File: config.mk
export PLATFORM = sky130hd
export DESIGN_NAME = seven_seg_scan_ctrl
export DESIGN_NICKNAME = d
export VERILOG_FILES = /design/src/rtl/seven_seg_scan_ctrl.sv
export SDC_FILE = /design/constraint.sdc
export NUM_CORES = 1
export LEC_CHECK = 0
export BUFFER_PORTS_ARGS = -buffer_cell sky130_fd_sc_hd__clkbuf_2
export CAP_MARGIN = 20
export CELL_PAD_IN_SITES_DETAIL_PLACEMENT = 0
export CELL_PAD_IN_SITES_GLOBAL_PLACEMENT = 1
export CORE_AREA = 4 4 83 85
export DETAILED_ROUTE_END_ITERATION = 16
export DIE_AREA = 0 0 87 89
export GPL_ROUTABILITY_DRIVEN = 0
export PLACE_DENSITY = 0.76
export SYNTH_ARGS = -nofsm -noshare
export SYNTH_HDL_FRONTEND = slang
export SYNTH_SLANG_ARGS = --single-unit
export TNS_END_PERCENT = 50
File: constraint.sdc
create_clock -name clk -period 3.7 [get_ports clk]
set_clock_uncertainty 0.15 [all_clocks]
set_input_delay 0.74 -clock clk [delete_from_list [all_inputs] [get_ports clk]]
set_output_delay 0.74 -clock clk [all_outputs]
set_load 0.1 [all_outputs]
File: src/rtl/seven_seg_scan_ctrl.sv
// seven_seg_scan_ctrl: multiplexed N-digit common-anode 7-seg scanner with tear-free frame and dead time (optional LEADING_ZERO_BLANK_EN)
module seven_seg_scan_ctrl #(
  parameter int NUM_DIGITS  = 4,
  parameter int REFRESH_DIV = 100000,
  parameter int DEAD_CYCLES = 2
) (
  input  logic                    clk,
  input  logic                    rst_n,
  input  logic                    en,
  input  logic [4*NUM_DIGITS-1:0] bcd_in,
  input  logic                    load,
  output logic                    pending,
  output logic [3:0]              dec_x,
  output logic [NUM_DIGITS-1:0]   an,
  output logic                    frame_tick
);
  localparam int IW = $clog2(NUM_DIGITS);
  localparam int CW = $clog2(REFRESH_DIV);
  localparam logic [IW-1:0] LAST = IW'(NUM_DIGITS - 1);
  logic [CW-1:0] cnt;
  logic [IW-1:0] idx;
  logic [4*NUM_DIGITS-1:0] shadow, active;
  logic slot_end, wrap, blank;
  logic [3:0] nib;
  assign slot_end = en && cnt == CW'(REFRESH_DIV - 1);
  assign wrap = slot_end && idx == LAST;
  assign nib = active[4*idx +: 4];
`ifdef LEADING_ZERO_BLANK_EN
  logic [IW-1:0] msd;
  // locate the most significant nonzero digit; digit 0 is always shown
  always_comb begin
    msd = '0;
    for (int i = 1; i < NUM_DIGITS; i++)
      if (active[4*i +: 4] != 4'd0) msd = IW'(i);
  end
  assign blank = nib > 4'd9 || idx > msd;
`else
  assign blank = nib > 4'd9;
`endif
  // prescaler and digit index, frozen while disabled
  always_ff @(posedge clk or negedge rst_n) begin
    if (!rst_n) begin
      cnt <= '0;
      idx <= '0;
    end else if (en) begin
      cnt <= slot_end ? '0 : cnt + 1'b1;
      if (slot_end) idx <= idx == LAST ? '0 : idx + 1'b1;
    end
  end
  // shadow capture and frame-boundary transfer; a load on the wrap cycle goes straight to active
  always_ff @(posedge clk or negedge rst_n) begin
    if (!rst_n) begin
      shadow  <= '0;
      active  <= '0;
      pending <= 1'b0;
    end else begin
      if (load) shadow <= bcd_in;
      if (wrap) active <= load ? bcd_in : shadow;
      pending <= load ? !wrap : (wrap ? 1'b0 : pending);
    end
  end
  // registered pin outputs; dec_x changes in the dead time before the anode turns on
  always_ff @(posedge clk or negedge rst_n) begin
    if (!rst_n) begin
      dec_x      <= 4'd0;
      an         <= '1;
      frame_tick <= 1'b0;
    end else begin
      dec_x      <= nib;
      an         <= (en && cnt >= CW'(DEAD_CYCLES) && !blank) ? ~(NUM_DIGITS'(1) << idx) : '1;
      frame_tick <= wrap;
    end
  end
endmodule

==> flow_summary.toml, run 1 <==
[sta]
setup_violations = 0
whs_ps = 345
rsz0062_at_grt = "false"
finalCritPeriodShare = 0.622
slew_headroom = 0.501
fmax_ghz = 0.434
slew_violations = 0
period_needed_ps = 2300
worst_slew_pin_slew_ps = 749
fin_tns_setup_ps = 0
hold_viol_final = 0

[logic_synthesis]
ys_warn_count = 0
syn_area_sq_um = 2670
synthFlopType = "dfrtp_1"
synth_top_cell_area_share = 0.534
async_flop_share = 1.00
syn_nets = 221
synth_edf_count = 0
synth-seq-area-share = 0.573
synth-seq-cells = 61
avgSynthCellArea_sq_um = 13.7
syn_inst = 195
yosysUniqueCellTypes = 32
synth.largest_area_cell = "dfrtp_1"
ys_top_cells_by_area = "dfrtp_1 53%, mux2_2 9.7%, mux2_4 5.1%, dfstp_2 3.9%, mux4_2 3.4%"

[worst_setup_path]
startpoint_type = "flip-flop"
crit_arrival_ps = 2370
critPathCaptureType = "flip-flop"
r2r-end = "active[3]"
crit_path_max_fanout = 17
ff2ff_setup_slack_ps = 1400
path_class = "flip-flop to flip-flop"
required_ps = 3770
worstReg2RegStart = "cnt[1]"
r2r_cells = 6

[final_layout]
drive_gt1_frac = 0.395
nNetsFinal = 255
area_growth_pct = 13.9
stdcell_count = 310
diodes = 0

[floorplan]
die_x_um = 87
start_util = 0.431
fp.coreArea_sq_um = 6200
pin_count = 30
row_count = 29
die-height_um = 89
die_area_sq_um = 7740

[clocking]
ctsHoldBuffers = 0
postCtsSetupBuffers = 0
clkTransAtPathRegs_ps = 60
cts-root-buf = "clkbuf_8"
clockBufferDepth = 2
clock_sinks = 61
tritoncts = "built"
worstSkewPairLatency_ps = 340
cts_resized = 0
htree_levels = 3
cts_buffers = 9

[min_path]
min_to = "shadow[3]"
hp-class = "flip-flop to flip-flop"
min_path_cells = 1
hp-start = "shadow[3]"

[global_routing]
grt_max_degree = 62
grt_pass1_wl_um = 7580
first_global_vias = 1607
antenna_found_initial = 0
grt_use_met1 = 0.172
use_met3 = 0.0461
grt_usage = 0.133
grt-busiest-layer = "met2"
grt_use_met2 = 0.188
grt-ovfl-total = 0

[route]
vias = 1565
drc = 0
via_per_inst = 5.05
drtPass1Iterations = 4
wl_per_cell_um = 14.6
ant_nets = 0
first_iter_violations = 59
totalWireLength_um = 4530

[place]
dp.cells = 295
io_buffers = 29
hpwlAfterDp_um = 3130

[status]
status = "complete, no violations"

[power]
cellLeakagePower_uw = 0.00145
ir_drop_v = 0.000275
pwr_density_cell_nw_per_um2 = 479

[job]
drv_cap = 0
## report_power, final
group / switching, uW / total, uW / internal, uW / leakage, uW
clock: 238 / 532 / 294 / 0.0000926
sequential: 49.0 / 765 / 716 / 0.000776
combinational: 92.1 / 161 / 69.2 / 0.000583
## critical path, cell delays in order, from the launching register on
cell,delay [ps]
dfrtp_1,410
ha_1,270
nand4_4,160
nor4_4,350
and3_1,190
buf_4,270
mux2_2,370
## synthesized netlist by cell type, types with 2 or more instances
cell      instances
dfrtp_1          57
buf_2             2
and3_1            2
o21ai_0           4
mux4_2            4
inv_1             6
ha_1              6
nor4_1            5
nand3_1           3
dfstp_2           4
buf_6             2
mux2_4            9
xnor2_1          10
clkbuf_1          3
nand2_1          12
mux2_2           23
nand4_1           8
nor2_1           16
nand2b_1          2
xor2_1            5
## layout make-up
class | count | area (sq um)
clock buffers | 14 | 173
clock inverters | 1 | 5.00
fillers | 540 | 3160
inverters | 6 | 22.5
multi-input cells | 120 | 1050
flip-flops and latches | 61 | 1530
well taps | 77 | 96.3
repair buffers | 31 | 160
## sequential cells by signal, indices dropped and copies added (netlist names)
register	count
cnt	17
active	16
shadow	16
an	4
dec_x	4
idx	2
frame_tick	1
pending	1
## metal layers
layer  share of wire  vias up  wire, um
li1                -      750         -
met1            0.49      779      2230
met2            0.45       30      2030
met3           0.043        6       195
met4           0.016        0        74
met5               0        -         0
## cells in the final DEF (no fill, tap or decap)
master / count
and2_2: 1
and3_1: 2
and3_2: 1
buf_4: 2
clkbuf_1: 2
clkbuf_2: 29
clkbuf_8: 12
clkinv_2: 1
dfrtp_1: 57
dfstp_2: 4
ha_1: 6
inv_1: 6
mux2_2: 23
mux2_4: 9
mux4_2: 4
nand2_1: 12
nand2b_1: 2
nand3_1: 3
nand4_1: 8
nand4_4: 1
nor2_1: 16
nor2_4: 1
nor3_1: 1
nor4_1: 5
nor4_4: 1
o21ai_0: 4
o22ai_1: 1
o311a_2: 1
or3_1: 1
or3_2: 1
or4_4: 1
xnor2_1: 10
xor2_1: 5
## how the worst max path moves through the flow
stage,from,end,cells past startpoint
after global placement,en,active[2],6
final,cnt[1],active[3],6
after detailed placement,en,active[1],6
after global routing,cnt[1],active[15],6
after CTS,cnt[1],active[1],6
after floorplan,en,active[10],7
## logic make-up (layout without fill, tap and decap cells)
group / after synthesis / after routing / share of synthesized area
AO/OA/AOI/OAI: 6 / 6 / 0.0141
AND/OR/NAND/NOR: 57 / 57 / 0.122
adder cells (fa/ha/maj): 6 / 6 / 0.0281
buffers and inverters: 14 / 52 / 0.0323
multiplexers: 36 / 36 / 0.181
XOR/XNOR: 15 / 15 / 0.0492
flip-flops: 61 / 61 / 0.573
## through the flow
step                utilization  cell area (sq um)  setup slack (ps)  power (uW)
global route              0.490               3040              1280        1540
CTS                       0.490               3040              1390        1480
detailed placement        0.462               2860              1150         941
floorplan                     -               2670              1320         885
finish                    0.490               3040              1400        1460
global placement          0.462               2860              1170         934
(Power assumes the default switching activity.)
==> run 2: changes to the inputs <==
ABC_AREA = 1   (was default)
CORE_AREA = 4 4 87 89   (was 4 4 83 85)
DIE_AREA = 0 0 91 93   (was 0 0 87 89)
PLACE_DENSITY = 0.79   (was 0.76)
clock period = 2.4 ns   (was 3.7 ns; I/O delays follow)
==> run 2 against run 1 <==
  * Final cell count increased by 52%
  * Sequential share of layout area decreased by 3.9 points
  * Clock power increased by 71%
  * Clock-buffer cell count decreased by 3
  * Non-clock buffer count increased by 3
  * Wire length increased by 26%
  * Combinational power increased by 82%
  * First-iteration DRC count increased by 130%
  * Area after synthesis increased by 7.1%
  * Critical path type is now flip-flop to output pin
  * Largest power group unchanged
==> flow_summary.toml, run 2 <==
[sta]
fin_ws_ps = 491
hold_viol_final = 0
slew_violations = 0
period_needed_ps = 1910
finalCritPeriodShare = 0.796
setup_violations = 0
slew_headroom = 0.640
rsz0062_at_grt = "false"
fmax_ghz = 0.524
fin_tns_setup_ps = 0
worst_slew_pin_slew_ps = 542

[min_path]
min_path_cells = 3
min_to = "shadow[14]"
hp-class = "input port to flip-flop"
hp-start = "bcd_in[14]"

[worst_setup_path]
worstReg2RegStart = "cnt[1]"
cpPeakStageDelay_ps = 510
r2r-end = "active[2]"
critPathCaptureType = "output pin"
ff2ff_setup_slack_ps = 600
crit_arrival_ps = 1280
path_delay_family = "flip-flops"
critPathBufInv = 1
required_ps = 1770
r2r_cells = 8
cp_cell_sequence = "clkbuf_2"
path_class = "flip-flop to output pin"
startpoint_type = "flip-flop"
slowest_stage = "dfstp_2"
crit_path_max_fanout = 1

[route]
drc = 0
wl_per_cell_um = 12.2
drtPass1Iterations = 4
vias = 2216
ant_nets = 0
via_per_inst = 4.71
totalWireLength_um = 5720
first_iter_violations = 137

[logic_synthesis]
synth.largest_area_cell = "dfrtp_1"
synth_top_cell_area_share = 0.499
synth_most_common_cell = "nand2_1"
synth_edf_count = 0
ys_top_cells_by_area = "dfrtp_1 50%, nand2_1 19%, nor2_1 4.7%, inv_1 3.9%, dfstp_2 3.7%"
syn_nets = 375
async_flop_share = 1.00
avgSynthCellArea_sq_um = 8.20
synth.top_cells.by_count = "147 x nand2_1, 57 x dfrtp_1, 36 x nor2_1"
syn_inst = 349
synth-seq-cells = 61
yosysUniqueCellTypes = 27
ys_warn_count = 0
syn_area_sq_um = 2860
synthFlopType = "dfrtp_1"
synth-seq-area-share = 0.535

[clocking]
cts_buffers = 9
postCtsSetupBuffers = 0
htree_levels = 3
cts-root-buf = "clkbuf_8"
tritoncts = "built"
clock_sinks = 61
worstSkewPairLatency_ps = 330
clkTransAtPathRegs_ps = 70
cts_resized = 0
clockBufferDepth = 2

[final_layout]
largest_reg_flops = 17
layout_common_cells = "147 x nand2_1, 57 x dfrtp_1, 36 x nor2_1"
layout_commonest_cell = "nand2_1"
diodes = 0
max_flop_register = "cnt"
drive_gt1_frac = 0.162
top_regs = "cnt (17), active (16), shadow (16)"
area_growth_pct = 15.3
nNetsFinal = 412

[global_routing]
antenna_found_initial = 0
grt_usage = 0.147
first_global_vias = 2133
grt_max_degree = 26
grt_pass1_wl_um = 9980
grt-ovfl-total = 0

[floorplan]
fp.coreArea_sq_um = 6760
start_util = 0.423
die-height_um = 93
die_area_sq_um = 8460
pin_count = 30
die_x_um = 91
row_count = 30

[place]
place_ws_ps = 443
io_buffers = 29
hpwlAfterDp_um = 4260

[job]
drv_cap = 0

[power]
ir_drop_v = 0.000280
cellLeakagePower_uw = 0.00181
pwr_density_cell_nw_per_um2 = 723
p_total_uw = 2380

[status]
status = "complete, no violations"
## run 2: cell types whose count changed after synthesis, moves of 10 or more
cell     change
inv_1       +24
mux2_2      -23
nand2_1    +135
nand3_1     +15
nor2_1      +20
xnor2_1     -10
## run 2: metrics by stage
stage,std cells,cell area (sq um),utilization,hold WS [ps]
global placement,454,3090,0.457,231
global route,470,3300,0.488,219
detailed placement,454,3090,0.457,233
floorplan,349,2860,-,34.4
finish,470,3300,0.488,223
CTS,470,3300,0.488,214
## run 2: layout make-up
cell class,instances,area (sq um)
clock buffer,11,151
inverter,31,116
multi-input combinational,249,1160
fill,675,3460
tap,80,100
timing repair buffer,34,185
clock inverter,4,47.5
sequential,61,1530
## run 2: cells by family (layout without fill, tap and decap cells)
family                     count (synthesis)  after routing  share of synthesized area
DFF                                       61             61                      0.535
and+or+nand+nor                          222            222                      0.334
xor gates and xnor gates                   7              7                     0.0214
buffers and inverters                     39             80                     0.0573
adders and majority gates                  6              6                     0.0262
AOI/OAI and AO/OA                         14             14                     0.0258
## run 2: power breakdown
part	internal [uW]	total [uW]	switching [uW]	leakage [uW]
combinational	107	293	186	0.000952
sequential	1100	1180	76.0	0.000754
clock	527	912	385	0.000101
total	1740	2380	647	0.00181
## run 2: routing by layer
| metal | routed length (um) | global-route usage | vias to the layer above |
|---|---|---|---|
| li1 | - | - | 1149 |
| met1 | 3030 | 0.217 | 1027 |
| met2 | 2440 | 0.210 | 31 |
| met3 | 153 | 0.0290 | 9 |
| met4 | 100 | 0.0641 | 0 |
| met5 | 0 | 0 | - |
## run 2: repair_timing
item                                    in CTS  in global routing
hold buffers                                 1                  0
endpoints found under the hold margin        7                  0
endpoints found under the setup margin       0                  0
## run 2: worst max-delay path by stage
stage                       from         end  slack, ps  cells after the start
after global routing      cnt[1]  active[15]        400                      8
after CTS                  an[2]       an[2]        470                      1
after floorplan           cnt[1]  active[12]        740                      9
after global placement        en     cnt[10]        460                      7
final                      an[2]       an[2]        490                      1
after detailed placement      en   active[2]        440                      8
==> run 3: changes to the inputs <==
ABC_AREA = 0   (was 1)
CORE_AREA = 4 4 83 85   (was 4 4 87 89)
DIE_AREA = 0 0 87 89   (was 0 0 91 93)
PLACE_DENSITY = 0.76   (was 0.79)
clock period = 1.8 ns   (was 2.4 ns; I/O delays follow)
==> run 3 against run 2 <==
  * Register-to-register slack worse by 770 ps
  * Final area increased by 4.1%
  * Worst hold slack lost 100 ps
  * Sequential share of layout area decreased by 1.8 points
  * Non-clock buffer count is 33 higher
  * Combinational power up 94%
  * Critical endpoint is now active[1]
  * Global-route usage decreased by 0.18 points
  * Setup slack got worse by 660 ps
  * The run now ends with negative setup slack left
  * Critical path depth grew 4
==> flow_summary.toml, run 3 (synthesis gave the netlist of run 1 again) <==
[status]
status = "finished with violations"
failed_checks = "negative setup slack"

[route]
vias = 1697
via_per_inst = 4.89
wl_per_cell_um = 14.2
drc = 0
totalWireLength_um = 4910
ant_nets = 0
drtPass1Iterations = 4
first_iter_violations = 70

[final_layout]
area_growth_pct = 28.5
layout_commonest_cell = "dfrtp_1"
largest_reg_flops = 17
max_flop_register = "cnt"
stdcell_count = 347
top_regs = "cnt (17), active (16), shadow (16)"
layout_common_cells = "56 x dfrtp_1, 38 x buf_4, 25 x clkbuf_2"
fin_util = 0.553
diodes = 0
nNetsFinal = 291
drive_gt1_frac = 0.507

[sta]
setup_violations = 18
fin_tns_setup_ps = -2520
finalCritPeriodShare = 1.10
whs_ps = 123
period_needed_ps = 1970
fin_ws_ps = -172
rsz0062_at_grt = "true"
fmax_ghz = 0.507
hold_viol_final = 0
slew_headroom = 0.640
worst_slew_pin_slew_ps = 542
slew_violations = 0

[worst_setup_path]
r2r-end = "active[1]"
path_class = "flip-flop to flip-flop"
crit_path_max_fanout = 7
worstReg2RegStart = "cnt[8]"
r2r_cells = 5
crit_arrival_ps = 2040
ff2ff_setup_slack_ps = -170
startpoint_type = "flip-flop"
crit_path_start = "cnt[8]"
critPathCaptureType = "flip-flop"
required_ps = 1870
cp-endpoint = "active[1]"

[clocking]
clkTransAtPathRegs_ps = 70
cts-root-buf = "clkbuf_8"
cts_buffers = 9
tritoncts = "built"
htree_levels = 3
clock_sinks = 61
worstSkewPairLatency_ps = 340
clockBufferDepth = 2

[global_routing]
grt-ovfl-total = 0
antenna_found_initial = 0
grt_max_degree = 33
grt_usage = 0.146
grt_pass1_wl_um = 8420
first_global_vias = 1741

[power]
cellLeakagePower_uw = 0.00165
pwr_density_cell_nw_per_um2 = 960
ir_drop_v = 0.000486

[floorplan]
die_x_um = 87
die_area_sq_um = 7740
pin_count = 30
start_util = 0.431
fp.coreArea_sq_um = 6200
die-height_um = 89
row_count = 29

[job]
drv_cap = 0

[place]
dp.cells = 328
hpwlAfterDp_um = 3640
place_ws_ps = -164
io_buffers = 29

[min_path]
hp-class = "input port to flip-flop"
[run 3: through the flow]
stage	instance area (sq um)	total power (uW)
after global placement	3170	2060
final	3430	3300
after floorplan	2680	1830
after global routing	3430	3480
after CTS	3400	3310
after detailed placement	3170	2080
[run 3: critical path, cell delays in order (launching register included)]
cell and delay, ps:
dfrtp_1 380, or4_4 560, nor2_4 100, and3_4 220, buf_12 130, mux2_2 320
[run 3: timing repair]
action / CTS / global route
resized for setup: 6 / 9
endpoints found under the setup margin: 24 / 24
hold endpoints to repair: 8 / 0
pin swaps: 1 / 7
buffers inserted: 1 / 1
hold buffers: 1 / 0
[run 3: cell type report]
cell class,instances,area [sq um]
clock inverter,5,58.8
clock buffer,11,141
sequential,61,1530
tap,77,96.3
multi-input combinational,120,1100
fill,530,2770
inverter,6,22.5
timing repair buffer,67,480
[run 3: worst min-delay path by stage]
stage               startpoint   endpoint  slack, ps  depth (start not counted)
floorplan                rst_n  active[0]        -90                          0
global placement         rst_n     cnt[0]        110                          1
detailed placement       rst_n     cnt[0]        110                          1
CTS                  bcd_in[0]  shadow[0]        110                          2
global route         bcd_in[0]  shadow[0]        110                          2
finish               bcd_in[0]  shadow[0]        120                          2
[run 3: metal layers]
| metal | global-route usage | share of wire | vias to the layer above |
|---|---|---|---|
| met4 | 0.0807 | 0.021 | 0 |
| met1 | 0.201 | 0.48 | 839 |
| met3 | 0.0359 | 0.038 | 9 |
| met2 | 0.210 | 0.46 | 31 |
| li1 | - | - | 818 |
| met5 | 0 | 0 | - |
[run 3: report_power, final]
part | switching (uW) | internal (uW) | leakage, uW
Clock | 531 | 679 | 0.0000959
Combinational | 284 | 283 | 0.000773
Sequential | 46.0 | 1470 | 0.000776
